$ cat config.mk
export PLATFORM = sky130hd
export DESIGN_NAME = img2col_reader_flat
export DESIGN_NICKNAME = d
export VERILOG_FILES = /design/src/rtl/img2col_reader_pkg.sv /design/src/rtl/img2col_reader_if.sv /design/src/rtl/img2col_out_fifo.sv /design/src/rtl/img2col_reader.sv /design/src/flat_wrapper.sv
export SDC_FILE = /design/constraint.sdc
export NUM_CORES = 2
export LEC_CHECK = 0
export ABC_AREA = 0
export BUFFER_PORTS_ARGS = -buffer_cell sky130_fd_sc_hd__buf_2
export CAP_MARGIN = 0
export CORE_UTILIZATION = 56
export DETAILED_ROUTE_END_ITERATION = 7
export GPL_ROUTABILITY_DRIVEN = 0
export PLACE_DENSITY = 0.81
export SLEW_MARGIN = 25
export SYNTH_ARGS = -nofsm -noshare
export SYNTH_HDL_FRONTEND = slang
export SYNTH_SLANG_ARGS = --single-unit
export TNS_END_PERCENT = 20
$ cat constraint.sdc
create_clock -name clk -period 115 [get_ports clk]
set_input_delay 11.5 -clock clk [delete_from_list [all_inputs] [get_ports clk]]
set_output_delay 11.5 -clock clk [all_outputs]
set_load 0.01 [all_outputs]
$ cat src/rtl/img2col_reader_pkg.sv
// Shared types for the im2col read stage: geometry widths, FSM encoding and coordinate helpers.
package img2col_reader_pkg;

  localparam int DIM_W   = 8;
  localparam int COORD_W = DIM_W + 2;

  typedef logic [DIM_W-1:0]          dim_t;
  typedef logic [COORD_W-1:0]        ucount_t;
  typedef logic signed [COORD_W-1:0] coord_t;

  typedef enum logic [4:0] {
    ST_IDLE  = 5'b00001,
    ST_SETUP = 5'b00010,
    ST_RUN   = 5'b00100,
    ST_DRAIN = 5'b01000,
    ST_DONE  = 5'b10000
  } state_t;

  // Output extent along one axis; zero for an illegal span or stride so the caller never divides by zero.
  function automatic ucount_t out_dim(input dim_t in_sz, input dim_t pad_sz, input dim_t k, input dim_t s);
    int span;
    int q;
    span = int'(in_sz) + 2 * int'(pad_sz) - int'(k);
    if (s == '0 || span < 0) begin
      q = 0;
    end else begin
      q = span / int'(s) + 1;
    end
    return q[COORD_W-1:0];
  endfunction

  function automatic coord_t coord(input ucount_t o, input dim_t s, input dim_t kk, input dim_t pad_sz);
    int t;
    t = int'(o) * int'(s) + int'(kk) - int'(pad_sz);
    return $signed(t[COORD_W-1:0]);
  endfunction

  function automatic logic in_range(input coord_t v, input dim_t lim);
    return (v >= 0) && (v < $signed({2'b00, lim}));
  endfunction

endpackage

$ cat src/rtl/img2col_reader_if.sv
// Tensor read port toward the ifmap buffer plus the patch-element stream toward the GEMM array.
interface img2col_reader_if #(
  parameter int ADDR_W = 16,
  parameter int DATA_W = 16
);
  logic [ADDR_W-1:0] tensor_addr;
  logic              t_addr_vld;
  logic [DATA_W-1:0] tensor_data;
  logic [DATA_W-1:0] col_data;
  logic              col_valid;
  logic              col_ready;
  logic              col_last;

  modport master (
    output tensor_addr, t_addr_vld, col_data, col_valid, col_last,
    input  tensor_data, col_ready
  );

  modport slave (
    input  tensor_addr, t_addr_vld, col_data, col_valid, col_last,
    output tensor_data, col_ready
  );
endinterface

$ cat src/rtl/img2col_out_fifo.sv
// Two-entry output FIFO; the head entry drives the patch stream and reads as zero when empty.
module img2col_out_fifo #(
  parameter int DATA_W = 16
) (
  input  logic              clk,
  input  logic              rstn,
  input  logic              push,
  input  logic [DATA_W-1:0] push_data,
  input  logic              push_last,
  input  logic              pop,
  output logic              head_valid,
  output logic [DATA_W-1:0] head_data,
  output logic              head_last,
  output logic [1:0]        count
);

  logic [DATA_W-1:0] mem_data [2];
  logic              mem_last [2];
  logic              rd_ptr;
  logic              wr_ptr;

  always_ff @(posedge clk or negedge rstn) begin
    if (!rstn) begin
      mem_data[0] <= '0;
      mem_data[1] <= '0;
      mem_last[0] <= 1'b0;
      mem_last[1] <= 1'b0;
      rd_ptr      <= 1'b0;
      wr_ptr      <= 1'b0;
      count       <= 2'd0;
    end else begin
      if (push) begin
        mem_data[wr_ptr] <= push_data;
        mem_last[wr_ptr] <= push_last;
        wr_ptr           <= ~wr_ptr;
      end
      if (pop) begin
        rd_ptr <= ~rd_ptr;
      end
      count <= count + 2'(push) - 2'(pop);
    end
  end

  assign head_valid = (count != 2'd0);
  assign head_data  = head_valid ? mem_data[rd_ptr] : '0;
  assign head_last  = head_valid && mem_last[rd_ptr];

endmodule

$ cat src/rtl/img2col_reader.sv
// Im2col read stage: walks output positions and patch elements, reads the ifmap buffer or inserts
// padding zeros, and streams the elements through a credit-limited two-entry FIFO.
module img2col_reader
  import img2col_reader_pkg::*;
#(
  parameter int ADDR_W = 16,
  parameter int DATA_W = 16
) (
  input  logic              clk,
  input  logic              rstn,
  input  logic              enable,
  input  logic              conv_en,
  input  logic [ADDR_W-1:0] cfg_base,
  input  dim_t              cfg_h,
  input  dim_t              cfg_w,
  input  dim_t              cfg_c,
  input  dim_t              cfg_k,
  input  dim_t              cfg_s,
  input  dim_t              cfg_p,
  img2col_reader_if.master  bus,
  output logic              busy,
  output logic              done,
  output logic              cfg_err
);

  state_t state, state_nxt;

  logic [ADDR_W-1:0] base_q;
  dim_t              h_q, w_q, c_q, k_q, s_q, p_q;
  ucount_t           oh_q, ow_q, oy, ox;
  dim_t              ch, ky, kx;

  logic              cfg_bad;
  coord_t            iy, ix;
  logic              pad;
  logic [ADDR_W-1:0] rd_addr;
  logic              kx_end, ky_end, ch_end, ox_end, oy_end, patch_end, last_issue;
  logic              issue, pop, push;
  logic [2:0]        occupancy;
  logic [1:0]        fifo_count;
  logic [DATA_W-1:0] push_data;

  logic              s1_valid, s1_pad, s1_last, s1_held;
  logic [DATA_W-1:0] hold_data;

  assign cfg_bad = (k_q == '0) || (s_q == '0) || (c_q == '0) ||
                   ({2'b00, k_q} > ({2'b00, h_q} + {1'b0, p_q, 1'b0})) ||
                   ({2'b00, k_q} > ({2'b00, w_q} + {1'b0, p_q, 1'b0}));

  assign iy  = coord(oy, s_q, ky, p_q);
  assign ix  = coord(ox, s_q, kx, p_q);
  assign pad = !(in_range(iy, h_q) && in_range(ix, w_q));
  assign rd_addr = base_q + ADDR_W'((32'(ch) * 32'(h_q) + 32'($unsigned(iy))) * 32'(w_q)
                                    + 32'($unsigned(ix)));

  assign kx_end     = (kx == k_q - 8'd1);
  assign ky_end     = (ky == k_q - 8'd1);
  assign ch_end     = (ch == c_q - 8'd1);
  assign ox_end     = (ox == ow_q - COORD_W'(1));
  assign oy_end     = (oy == oh_q - COORD_W'(1));
  assign patch_end  = ch_end && ky_end && kx_end;
  assign last_issue = patch_end && ox_end && oy_end;

  // Credit counts the slot freed by this cycle's pop so a tied-high col_ready sustains one element per cycle.
  assign pop       = enable && bus.col_valid && bus.col_ready;
  assign push      = enable && s1_valid;
  assign occupancy = 3'(fifo_count) + 3'(s1_valid) - 3'(pop);
  assign issue     = enable && (state == ST_RUN) && (occupancy < 3'd2);

  assign bus.t_addr_vld  = issue && !pad;
  assign bus.tensor_addr = (issue && !pad) ? rd_addr : '0;

  always_ff @(posedge clk or negedge rstn) begin
    if (!rstn) begin
      state <= ST_IDLE;
    end else if (enable) begin
      state <= state_nxt;
    end
  end

  always_comb begin
    state_nxt = state;
    busy      = 1'b0;
    done      = 1'b0;
    cfg_err   = 1'b0;
    unique case (state)
      ST_IDLE: begin
        if (conv_en) state_nxt = ST_SETUP;
      end
      ST_SETUP: begin
        cfg_err   = cfg_bad;
        busy      = !cfg_bad;
        state_nxt = cfg_bad ? ST_IDLE : ST_RUN;
      end
      ST_RUN: begin
        busy = 1'b1;
        if (issue && last_issue) state_nxt = ST_DRAIN;
      end
      ST_DRAIN: begin
        busy = 1'b1;
        if (occupancy == 3'd0) state_nxt = ST_DONE;
      end
      ST_DONE: begin
        busy      = 1'b1;
        done      = 1'b1;
        state_nxt = ST_IDLE;
      end
      default: state_nxt = ST_IDLE;
    endcase
  end

  always_ff @(posedge clk or negedge rstn) begin
    if (!rstn) begin
      base_q <= '0;
      h_q    <= '0;
      w_q    <= '0;
      c_q    <= '0;
      k_q    <= '0;
      s_q    <= '0;
      p_q    <= '0;
      oh_q   <= '0;
      ow_q   <= '0;
      oy     <= '0;
      ox     <= '0;
      ch     <= '0;
      ky     <= '0;
      kx     <= '0;
    end else if (enable) begin
      if (state == ST_IDLE && conv_en) begin
        base_q <= cfg_base;
        h_q    <= cfg_h;
        w_q    <= cfg_w;
        c_q    <= cfg_c;
        k_q    <= cfg_k;
        s_q    <= cfg_s;
        p_q    <= cfg_p;
      end
      if (state == ST_SETUP) begin
        oh_q <= out_dim(h_q, p_q, k_q, s_q);
        ow_q <= out_dim(w_q, p_q, k_q, s_q);
        oy   <= '0;
        ox   <= '0;
        ch   <= '0;
        ky   <= '0;
        kx   <= '0;
      end
      // kx fastest, then ky, c, ox, oy; each counter clears exactly at its terminal value.
      if (issue) begin
        if (kx_end) begin
          kx <= '0;
          if (ky_end) begin
            ky <= '0;
            if (ch_end) begin
              ch <= '0;
              if (ox_end) begin
                ox <= '0;
                oy <= oy_end ? '0 : oy + COORD_W'(1);
              end else begin
                ox <= ox + COORD_W'(1);
              end
            end else begin
              ch <= ch + 8'd1;
            end
          end else begin
            ky <= ky + 8'd1;
          end
        end else begin
          kx <= kx + 8'd1;
        end
      end
    end
  end

  // The buffer answers a read even while stalled, so a landing word is parked until the stage moves again.
  always_ff @(posedge clk or negedge rstn) begin
    if (!rstn) begin
      s1_valid  <= 1'b0;
      s1_pad    <= 1'b0;
      s1_last   <= 1'b0;
      s1_held   <= 1'b0;
      hold_data <= '0;
    end else if (enable) begin
      s1_valid <= issue;
      s1_pad   <= issue && pad;
      s1_last  <= issue && patch_end;
      s1_held  <= 1'b0;
    end else if (s1_valid && !s1_held) begin
      s1_held   <= 1'b1;
      hold_data <= bus.tensor_data;
    end
  end

  assign push_data = s1_pad ? '0 : (s1_held ? hold_data : bus.tensor_data);

  img2col_out_fifo #(.DATA_W(DATA_W)) u_fifo (
    .clk        (clk),
    .rstn       (rstn),
    .push       (push),
    .push_data  (push_data),
    .push_last  (s1_last),
    .pop        (pop),
    .head_valid (bus.col_valid),
    .head_data  (bus.col_data),
    .head_last  (bus.col_last),
    .count      (fifo_count)
  );

endmodule

$ cat src/flat_wrapper.sv
// flat-port wrapper written by rule: the top's interface ports become plain ports
module img2col_reader_flat import img2col_reader_pkg::*;
#(
  parameter int ADDR_W = 16,
  parameter int DATA_W = 16
)
  (clk, rstn, enable, conv_en, cfg_base, cfg_h, cfg_w, cfg_c, cfg_k, cfg_s, cfg_p, busy, done, cfg_err, bus_tensor_addr, bus_t_addr_vld, bus_col_data, bus_col_valid, bus_col_last, bus_tensor_data, bus_col_ready);
  img2col_reader_if #(.ADDR_W(ADDR_W), .DATA_W(DATA_W)) bus_i ();
  input  logic clk;
  input  logic rstn;
  input  logic enable;
  input  logic conv_en;
  input  logic [ADDR_W-1:0] cfg_base;
  input  dim_t cfg_h;
  input  dim_t cfg_w;
  input  dim_t cfg_c;
  input  dim_t cfg_k;
  input  dim_t cfg_s;
  input  dim_t cfg_p;
  output logic busy;
  output logic done;
  output logic cfg_err;
  output wire logic [$bits(bus_i.tensor_addr)-1:0] bus_tensor_addr;
  output wire logic [$bits(bus_i.t_addr_vld)-1:0] bus_t_addr_vld;
  output wire logic [$bits(bus_i.col_data)-1:0] bus_col_data;
  output wire logic [$bits(bus_i.col_valid)-1:0] bus_col_valid;
  output wire logic [$bits(bus_i.col_last)-1:0] bus_col_last;
  input wire logic [$bits(bus_i.tensor_data)-1:0] bus_tensor_data;
  input wire logic [$bits(bus_i.col_ready)-1:0] bus_col_ready;
  assign bus_tensor_addr = bus_i.tensor_addr;
  assign bus_t_addr_vld = bus_i.t_addr_vld;
  assign bus_col_data = bus_i.col_data;
  assign bus_col_valid = bus_i.col_valid;
  assign bus_col_last = bus_i.col_last;
  assign bus_i.tensor_data = bus_tensor_data;
  assign bus_i.col_ready = bus_col_ready;
  img2col_reader #(.ADDR_W(ADDR_W), .DATA_W(DATA_W)) u_core (.clk(clk), .rstn(rstn), .enable(enable), .conv_en(conv_en), .cfg_base(cfg_base), .cfg_h(cfg_h), .cfg_w(cfg_w), .cfg_c(cfg_c), .cfg_k(cfg_k), .cfg_s(cfg_s), .cfg_p(cfg_p), .bus(bus_i), .busy(busy), .done(done), .cfg_err(cfg_err));
endmodule
==> run metrics <==
status=finished, violations left; failing checks=DRC; vias=between 60,000 and 70,000; met1 usage=about two fifths; root buf cell=clkbuf_16; number of H-tree levels=4; Ports=123; hold_buf cts=0; R2R Setup Slk=around 18 ns; FFs w/ async S/R, synth=100%; Final TNS setup=0 ns; crit-path most repeated cell=o21a_1; Area Overhead vs Synth=4.20%; Routed Antenna Nets=0; Synth Register Bits=roughly 190; Yosys top cell area share=14.0%; Crit path largest cell delay=~0.8 ns; Fillers=roughly 9,500; Tcrit/Tclk final=84.0%; synth unique cells=around 170; vias in the first global route=a little under 60,000; clk slew on worst S/H paths=0.08 ns; GR peak layer=met2; Starting Density=approximately 56%; Avg Cell Area, Syn=about 7.5 um2; grt met2 use=a little over 50%; CP Max Fanout=27; measured slew at the worst slew-check pin=1.12 ns; Total GRT Usage=30.5%; Post-synth EDFFs=0; post-synthesis cell count=approximately 7,900; Post-route DRC=43; RSZ-0062 raised after global routing=false; # Post-CTS Setup Buffers=0; total grt overflow=0; Setup crit start=u_core.h_q[1]$_DFFE_PN0P_; Max-slew headroom=between 20 and 25%; Fin. Hold Viols=0; Slew Limit Fails=0; end of the critical path=u_core.oh_q[7]$_DFFE_PN0P_; Most used DFF post-synth=dfrtp_1; worst r2r path cells=411; # clock sinks=approximately 190; Vias/cell=approximately 6.6; post_cts resized=0; Max-Cap Viols=0; leading area contributor after synthesis=ha_1; WP data arrival=96.99 ns; Worst Setup End Kind=flip-flop; worst skew pair latency=approximately 0.47 ns; Synth area leaders=ha_1, dfrtp_1, fa_1; fraction of layout cells with a size suffix above 1=under 10%; Num CTS Buffers=17; most common cell after layout, fill and taps aside=nand2_1; Worst Hold Margin=between 0.5 and 0.6 ns; Iteration-0 DRC Markers=roughly 5,500; Die ar.=between 100,000 and 150,000 um2; M3 GR Usage=~3%; CTS tree=built; Layout Nets=a little under 9,000; Mapped Area=between 50,000 and 60,000 um2; Vert. Die Dim=approximately 330 um; Hold WC Path Type=flip-flop to flip-flop; Worst Clk Skew=around 0.016 ns; Die Wd=about 330 um; Final setup viols=0; required time of the critical path=roughly 120 ns; final wirelength=about 170 mm; Clock Tree Buf Depth=2; most frequent cells in the layout=nand2_1, ha_1, nor2_1, inv_1, a21oi_1; Worst Setup Start Kind=flip-flop; wire per inst=18.3 um; final critical-path required period=96.63 ns; yosys warns=0; largest net degree at the start of global routing=~120; r2r startpoint=u_core.h_q[1]$_DFFE_PN0P_; antenna violations before repair=3; Critical-path top delay cell=nor4_2; critical path class=flip-flop to flip-flop; total core area=105,000 um2; row cnt=between 100 and 150; r2r endpoint=u_core.oh_q[7]$_DFFE_PN0P_; first-pass GRT wire length=~280 mm; Post-DP HPWL=135 mm; f_max=about 0.010 GHz; port bufs=122; register area share after synthesis=under 10%; First-pass DRT Iterations=8
[critical path, delay by kind of cell (launching register included)]
family	cells	cell delay, ns
buffers and inverters	31	3.97
adder cells (fa/ha/maj)	35	10.72
AO/OA/AOI/OAI	210	49.51
AND/OR/NAND/NOR	125	28.64
multiplexers	7	2.36
XOR/XNOR	3	0.52
flip-flops	1	0.47
[kinds of logic after synthesis]
logic type	synth area share [%]
adder cells (fa/ha/maj)	21.0
flip-flops	8.03
other	0.00630
buffers and inverters	4.81
multiplexers	5.27
AO/OA/AOI/OAI	26.5
XOR/XNOR	7.03
AND/OR/NAND/NOR	27.4
[cell type report]
cell class	instances	area [um2]	area share [%]
multi-input cells	7073	52100	83.9
flip-flops and latches	191	4780	7.71
well taps	1391	1740	2.80
inverters	457	1720	2.77
repair buffers	187	1130	1.82
clock buffers	17	425	0.685
clock inverters	15	184	0.296
diodes	1	2.50	0.00403
[cell usage after synthesis (70+ instances only)]
library cell  number
o31ai_1          186
xnor2_1          317
o211ai_1          72
and3_1            83
mux2_2           157
dfrtp_1          190
nand2b_1          84
nor3_1           407
or3_1             75
inv_1            454
or2_2             81
a21oi_1          417
nand4_1          104
o21ai_0          385
clkbuf_1         163
xor2_1           154
a31oi_1           70
ha_1             666
and2_1           198
nand3_1          201
o21a_1           303
mux2i_1          122
a21o_1           121
nand2_1          801
fa_1             206
nor2_1           665
[worst min path at each step]
stage | from | endpoint | slack, ns | cells after the start
after floorplan | u_core.u_fifo.mem_last[1]$_DFFE_PN0P_ | u_core.u_fifo.mem_last[1]$_DFFE_PN0P_ | 0.45 | 2
after global placement | u_core.u_fifo.mem_last[0]$_DFFE_PN0P_ | u_core.u_fifo.mem_last[0]$_DFFE_PN0P_ | 0.46 | 2
after detailed placement | u_core.u_fifo.mem_last[1]$_DFFE_PN0P_ | u_core.u_fifo.mem_last[1]$_DFFE_PN0P_ | 0.47 | 2
after CTS | u_core.u_fifo.mem_data[29]$_DFFE_PN0P_ | u_core.u_fifo.mem_data[29]$_DFFE_PN0P_ | 0.51 | 1
after global routing | u_core.hold_data[13]$_DFFE_PN0P_ | u_core.hold_data[13]$_DFFE_PN0P_ | 0.53 | 1
final | u_core.u_fifo.mem_data[28]$_DFFE_PN0P_ | u_core.u_fifo.mem_data[28]$_DFFE_PN0P_ | 0.51 | 1
[metrics by stage]
step / cells / worst slack, ns / utilization (%) / area [um2]
floorplan: 7952 / 27.93 / - / 59600
global placement: 9298 / 23.94 / 58.2 / 61400
detailed placement: 9298 / 20.44 / 58.2 / 61400
CTS: 9330 / 20.07 / 58.8 / 62000
global route: 9332 / 10.20 / 58.9 / 62100
finish: 9332 / 18.37 / 58.9 / 62100
[layer usage]
layer,share of wire [%],wire (um)
met5,0.0076,13
met4,3.4,5760
met3,7.0,12000
met2,46,78900
met1,43,73900
[state kept, by name, summed over array words and instances (netlist names), 10 cells and up]
register                count
u_core.ow_q                10
u_core.oh_q                10
u_core.oy                  10
u_core.ox                  10
u_core.base_q              16
u_core.u_fifo.mem_data     32
u_core.hold_data           16
Power is left out: the tool's default activity adds up to more than one toggle a clock period on the data nets, which glitch-free logic cannot reach.
